[config.mk]
export PLATFORM = sky130hd
export DESIGN_NAME = alsu_seq
export DESIGN_NICKNAME = d
export VERILOG_FILES = /design/src/rtl/alsu_pkg.sv /design/src/rtl/alsu_seq_mult.sv /design/src/rtl/alsu_seq.sv
export SDC_FILE = /design/constraint.sdc
export NUM_CORES = 1
export LEC_CHECK = 0
export ABC_AREA = 1
export BUFFER_PORTS_ARGS = -buffer_cell sky130_fd_sc_hd__buf_2
export CORE_UTILIZATION = 32
export DETAILED_ROUTE_END_ITERATION = 6
export GPL_TIMING_DRIVEN = 1
export PLACE_DENSITY_LB_ADDON = 0.15
export SETUP_SLACK_MARGIN = 0.02
export SLEW_MARGIN = 20
export SYNTH_ARGS = -nofsm -noshare
export SYNTH_HDL_FRONTEND = slang
export SYNTH_SLANG_ARGS = --single-unit
[constraint.sdc]
create_clock -name clk -period 2.29 [get_ports clk]
set_clock_uncertainty 0.15 [all_clocks]
set_input_delay 0.229 -clock clk [delete_from_list [all_inputs] [get_ports clk]]
set_output_delay 0.229 -clock clk [all_outputs]
set_load 0.05 [all_outputs]
[src/rtl/alsu_pkg.sv]
// Shared opcode/state encodings and width helper for the sequential ALSU.
package alsu_pkg;

    typedef enum logic [2:0] {
        OP_AND    = 3'd0,
        OP_XOR    = 3'd1,
        OP_ADD    = 3'd2,
        OP_MUL    = 3'd3,
        OP_SHIFT  = 3'd4,
        OP_ROTATE = 3'd5,
        OP_INV6   = 3'd6,
        OP_INV7   = 3'd7
    } opcode_e;

    typedef enum logic {
        IDLE = 1'b0,
        MUL  = 1'b1
    } state_e;

    function automatic int out_w(input int width);
        return 2 * width;
    endfunction

endpackage

[src/rtl/alsu_seq_mult.sv]
// Iterative shift-add multiplier: one partial product per cycle, WIDTH cycles.
module alsu_seq_mult
    import alsu_pkg::*;
#(
    parameter int WIDTH = 8
) (
    input  logic                      clk,
    input  logic                      rst,
    input  logic                      start,
    input  logic [WIDTH-1:0]          a,
    input  logic [WIDTH-1:0]          b,
    output logic                      done,
    output logic [out_w(WIDTH)-1:0]   prod
);

    localparam int OUT_W = out_w(WIDTH);
    localparam int CW    = $clog2(WIDTH);

    logic             run_q, run_d;
    logic [CW-1:0]    cnt_q, cnt_d;
    logic [OUT_W-1:0] mcand_q, mcand_d;
    logic [OUT_W-1:0] acc_q, acc_d;
    logic [WIDTH-1:0] mplier_q, mplier_d;
    logic [OUT_W-1:0] sum;

    // prod is the accumulator including the current partial product,
    // so it is final in the cycle done is high.
    always_comb begin
        sum      = acc_q + (mplier_q[0] ? mcand_q : '0);
        done     = run_q && (cnt_q == CW'(WIDTH - 1));
        prod     = sum;
        run_d    = run_q;
        cnt_d    = cnt_q;
        mcand_d  = mcand_q;
        acc_d    = acc_q;
        mplier_d = mplier_q;
        if (start) begin
            run_d    = 1'b1;
            cnt_d    = '0;
            acc_d    = '0;
            mcand_d  = OUT_W'(a);
            mplier_d = b;
        end else if (run_q) begin
            acc_d    = sum;
            mcand_d  = mcand_q << 1;
            mplier_d = mplier_q >> 1;
            cnt_d    = cnt_q + 1'b1;
            if (done) run_d = 1'b0;
        end
    end

    always_ff @(posedge clk or negedge rst) begin
        if (!rst) begin
            run_q    <= 1'b0;
            cnt_q    <= '0;
            mcand_q  <= '0;
            acc_q    <= '0;
            mplier_q <= '0;
        end else begin
            run_q    <= run_d;
            cnt_q    <= cnt_d;
            mcand_q  <= mcand_d;
            acc_q    <= acc_d;
            mplier_q <= mplier_d;
        end
    end

endmodule

[src/rtl/alsu_seq.sv]
// Sequential ALSU: single-cycle logic/add/shift ops plus a multi-cycle
// multiply, with a valid/ready request port and an error LED bank.
module alsu_seq
    import alsu_pkg::*;
#(
    parameter int WIDTH          = 8,
    parameter     INPUT_PRIORITY = "A",
    parameter     FULL_ADDER     = "ON",
    parameter int LED_W          = 16
) (
    input  logic                    clk,
    input  logic                    rst,
    input  logic [WIDTH-1:0]        a,
    input  logic [WIDTH-1:0]        b,
    input  logic [2:0]              opcode,
    input  logic                    cin,
    input  logic                    serialin,
    input  logic                    direction,
    input  logic                    red_op_a,
    input  logic                    red_op_b,
    input  logic                    bypass_a,
    input  logic                    bypass_b,
    input  logic                    in_valid,
    output logic                    in_ready,
    output logic [out_w(WIDTH)-1:0] out,
    output logic                    out_valid,
    output logic [LED_W-1:0]        leds,
    output logic                    busy
);

    localparam int OUT_W = out_w(WIDTH);
    localparam bit PRI_A = (INPUT_PRIORITY == "A");
    localparam bit FA_ON = (FULL_ADDER == "ON");

    state_e           state_q, state_d;
    logic [OUT_W-1:0] out_q, out_d;
    logic             valid_q, valid_d;
    logic [LED_W-1:0] leds_q, leds_d;

    logic             accept, start, done;
    logic             byp, red_any, bad;
    logic [WIDTH-1:0] byp_op, red_op;
    logic [WIDTH:0]   sum;
    logic [OUT_W-1:0] prod;
    opcode_e          op;

    alsu_seq_mult #(.WIDTH(WIDTH)) u_mult (
        .clk   (clk),
        .rst   (rst),
        .start (start),
        .a     (a),
        .b     (b),
        .done  (done),
        .prod  (prod)
    );

    assign in_ready  = (state_q == IDLE);
    assign busy      = (state_q == MUL);
    assign out       = out_q;
    assign out_valid = valid_q;
    assign leds      = leds_q;

    always_comb begin
        op      = opcode_e'(opcode);
        accept  = in_valid && in_ready;
        byp     = bypass_a || bypass_b;
        byp_op  = (bypass_a && (!bypass_b || PRI_A)) ? a : b;
        red_any = red_op_a || red_op_b;
        red_op  = (red_op_a && (!red_op_b || PRI_A)) ? a : b;
        bad     = !byp && ((red_any && (opcode >= 3'd2))
                           || (opcode >= 3'd6));
        sum     = {1'b0, a} + {1'b0, b}
                + {{WIDTH{1'b0}}, cin & FA_ON};
        state_d = state_q;
        out_d   = out_q;
        valid_d = 1'b0;
        leds_d  = leds_q;
        start   = 1'b0;
        if (state_q == MUL) begin
            if (done) begin
                out_d   = prod;
                valid_d = 1'b1;
                state_d = IDLE;
            end
        end else if (accept) begin
            valid_d = 1'b1;
            unique case (1'b1)
                byp: out_d = OUT_W'(byp_op);
                bad: begin
                    out_d  = '0;
                    leds_d = ~leds_q;
                end
                default: begin
                    case (op)
                        OP_AND: out_d = red_any ? OUT_W'(&red_op)
                                                : OUT_W'(a & b);
                        OP_XOR: out_d = red_any ? OUT_W'(^red_op)
                                                : OUT_W'(a ^ b);
                        OP_ADD: out_d = OUT_W'(sum);
                        OP_MUL: begin
                            // result register holds until the product lands
                            valid_d = 1'b0;
                            start   = 1'b1;
                            state_d = MUL;
                        end
                        OP_SHIFT: out_d = direction
                            ? {out_q[OUT_W-2:0], serialin}
                            : {serialin, out_q[OUT_W-1:1]};
                        OP_ROTATE: out_d = direction
                            ? {out_q[OUT_W-2:0], out_q[OUT_W-1]}
                            : {out_q[0], out_q[OUT_W-1:1]};
                        default: out_d = out_q;
                    endcase
                end
            endcase
        end
    end

    always_ff @(posedge clk or negedge rst) begin
        if (!rst) begin
            state_q <= IDLE;
            out_q   <= '0;
            valid_q <= 1'b0;
            leds_q  <= '0;
        end else begin
            state_q <= state_d;
            out_q   <= out_d;
            valid_q <= valid_d;
            leds_q  <= leds_d;
        end
    end

endmodule

==> results by group <==
Outcome
  – Status: finished clean

GRT
  – Initial antenna violation count: 0
  – First-pass GRT wire length: around 27000 um
  – Total track usage: about a fifth
  – Vias in the first global route: around 5000
  – Largest net degree at the start of global routing: 34
  – Aggregate global routing overflow: 0

Worst setup path
  – Type of origin of the critical path: register
  – Crit path capture type: register
  – Worst-path fanout max: 3
  – Most common cell on crit path: nand3_1
  – CP cell instances: nand2_1 > inv_1 > ha_2 > fa_2 > nand3_1 > nand3_2 > buf_4 > nand3_1 > nand3_1 > nand2_1 > nand3_1 > a21oi_1
  – WP data required: approximately 2.4 ns
  – Setup Crit Path Kind: register to register
  – Crit path largest cell delay: 0.41 ns
  – Worst path slowest cell: dfrtp_1
  – Worst endpoint data arrival time: about 2.3 ns

Yosys
  – Sequential element share of the synthesized area: between 30% and 40%
  – Mux share of post-synthesis cell area: less than 1%
  – Yosys cell types: 38
  – Syn_nets: approximately 870
  – Synth Area in Compound Gates: 10.2%
  – YS warnings: 0
  – Dominant cells by area after synthesis: dfrtp_1 35%, nand2_1 18%, inv_1 7.7%
  – Adder-Cell Fraction of Synth Area: 7.55%
  – XOR/XNOR Fraction of Synth Area: under 10%
  – Cells after synthesis: a little over 800
  – Avg Synthesized Cell Area: around 6.9 sq um
  – FF+latch count, synth: a little under 80
  – Top cell type by total area after synthesis: dfrtp_1
  – Post-Synth Simple-Gate Area: 32.9%
  – Largest family of logic cells by synthesized area: simple AND/OR/NAND/NOR gates
  – Post-synth top area share: approximately a third
  – Synthesized cell area: between 0.005 and 0.006 sq mm

Clock tree
  – CTS tree: done
  – CTS Buf Count: 9
  – Clock-pin slew on the worst setup and hold paths: 0.07 ns
  – CTS sink count: between 70 and 80
  – Root Driver: clkbuf_16
  – Clk Latency, worst-skew pair: around 0.35 ns
  – H-tree levels: 3
  – Max clock buf depth: 2

Pwr
  – VDD IR max: between 0.0008 and 0.0009 V
  – PwrDens: 914 mW/mm^2
  – Leakage power: roughly 0.0036 uW

Final layout
  – Layout cells sized above 1: ~16%
  – Cell area after layout: 0.00669 sq mm
  – Final net count: 941
  – Filler Cell Count: approximately 1900
  – Fin util: 38.9%
  – Multi-input logic area: ~0.0032 sq mm
  – Reg area: approximately 0.002 sq mm
  – Final Non-Filler Cells: roughly 1100
  – Area delta synth->final: 19.4%
  – Antenna cells: 0

Floorplanning
  – Initial Util: between 30% and 40%
  – Die outline height: between 100 and 150 um
  – Die area: approximately 0.018 sq mm
  – Core area: roughly 0.017 sq mm
  – Site Rows: 48
  – Die Span X: about 130 um
  – I/O pin cnt: 64

Timing
  – Setup Viol. Count Final: 0
  – Pin slew with the least headroom to its limit: between 0.6 and 0.7 ns
  – Final period utilization: between 90% and 100%
  – Final hold violation count: 0
  – Final Max Slew Viols: 0
  – Min Tclk post-route: ~2.1 ns
  – Final TNS setup: 0 ns
  – Final hold slack: about 0.061 ns
  – RSZ-0062 raised after global routing: false
  – Worst slew margin: 57.0%
  – Max Freq: approximately 0.47 GHz

Placed design
  – Input/output buffers: 63
  – Final GP Congestion: approximately 0.83
  – Placed Cells: 1092
  – Area after DPL: just over 0.006 sq mm
  – DP HPWL: ~13000 um

Drt
  – Vias: about 5200
  – Vias/cell: between 4 and 5
  – Post-route DRC: 0
  – DR iter-0 viols: ~270
  – Routed WL: approximately 16000 um
  – TritonRoute pass-1 iters: 5
  – Routed Antenna Nets: 0
  – Routed WL per cell: about 15 um

Hold path
  – HP Class: primary input to register

Job
  – Max_cap viols: 0
-- cells in the mapped netlist (all sizes together) --
master and number:
nor3 6, nand3 56, or2 2, and2 1, nand2 274, fa 3
o221ai 5, a211oi 1, o211ai 11, ha 29, nand4 11, mux2i 5
a22oi 1, o2111ai 1, clkbuf 5, nor2 81, o21ai 37, nand3b 4
xor2 2, dfrtp 78, xnor2 19, buf 15, inv 121, o22ai 7
a21oi 36
-- report_power, final --
part / switching [uW] / internal (uW) / leakage (uW) / total (uW)
clock: 607 / 880 / 0.000145 / 1490
sequential: 326 / 1780 / 0.00101 / 2100
combinational: 1790 / 731 / 0.00240 / 2520
-- worst paths after layout --
| path | from | end | slack (ns) | cells past startpoint |
|---|---|---|---|---|
| setup / recovery | u_mult.mplier_q[0]$_DFFE_PN0P_ | out[12]$_DFFE_PN0P_ | 0.15 | 12 |
| hold / removal | b[7] | u_mult.mplier_q[7]$_DFFE_PN0P_ | 0.06 | 3 |
| setup reg to reg | u_mult.mplier_q[0]$_DFFE_PN0P_ | out[12]$_DFFE_PN0P_ | 0.15 | 12 |
| hold reg to reg | leds[8]$_DFFE_PN0P_ | leds[8]$_DFFE_PN0P_ | 0.32 | 1 |
| max in group asynchronous | rst | u_mult.acc_q[1]$_DFFE_PN0P_ | 1.26 | 3 |
| min in group asynchronous | rst | u_mult.acc_q[12]$_DFFE_PN0P_ | 0.18 | 2 |
-- worst max-delay path, delay by kind of cell (launching register included) --
| kind | cells | cell delay, ns |
|---|---|---|
| adder cells (fa/ha/maj) | 2 | 0.58 |
| AND/OR/NAND/NOR | 7 | 0.61 |
| buffers and inverters | 2 | 0.19 |
| flip-flops | 1 | 0.41 |
| AO/OA/AOI/OAI | 1 | 0.12 |
-- metrics by stage --
step                      setup slack, ns  power (uW)
after CTS                          0.0312        6110
after global placement             0.0631        4600
final                               0.149        6110
after global routing              0.00257        6470
after detailed placement           0.0399        4600
after floorplan                     0.126        3920
-- cell type report --
cell class | instances | area share, %
multi-input cells | 592 | 48.4
repair buffers | 78 | 6.85
clock inverters | 6 | 1.01
inverters | 121 | 6.79
flip-flops and latches | 78 | 29.2
well taps | 225 | 4.21
clock buffers | 10 | 3.57
-- what timing repair did --
item	in CTS	in global routing
hold buffers	1	0
setup endpoints to repair	0	19
resized for setup	0	29
endpoints found under the hold margin	50	0
buffers inserted	0	1
-- layer usage --
| layer | vias up | routed length [um] | part of all wire, % | global-route usage (%) |
|---|---|---|---|---|
| met4 | 0 | 164 | 1.0 | 4.37 |
| met3 | 12 | 574 | 3.5 | 3.17 |
| met1 | 2420 | 8080 | 50 | 27.0 |
| met5 | - | 0 | 0 | 0 |
| li1 | 2715 | - | - | - |
| met2 | 94 | 7400 | 46 | 30.4 |
-- flip-flops by register name (all words and copies together), names as in the netlist --
name,flops
busy,1
leds,16
out,16
out_valid,1
u_mult.acc_q,16
u_mult.cnt_q,3
u_mult.mcand_q,16
u_mult.mplier_q,8
u_mult.run_q,1
-- cells in the final DEF, fill, tap and decap left out, types with 13 or more instances in the layout --
master,count
a21oi_1,31
buf_2,62
buf_4,13
dfrtp_1,78
ha_1,18
inv_1,115
nand2_1,260
nand3_1,51
nor2_1,75
o21ai_0,28
xnor2_1,19
-- kinds of logic (layout without fill, tap and decap cells) --
logic type / Yosys count / after routing
and+or+nand+nor: 435 / 435
AOI/OAI and AO/OA: 99 / 99
DFF: 78 / 78
adders and majority gates: 32 / 32
buffers and inverters: 141 / 215
muxes: 5 / 5
xor gates and xnor gates: 21 / 21
No activity file was read; power rests on OpenSTA's default activity.
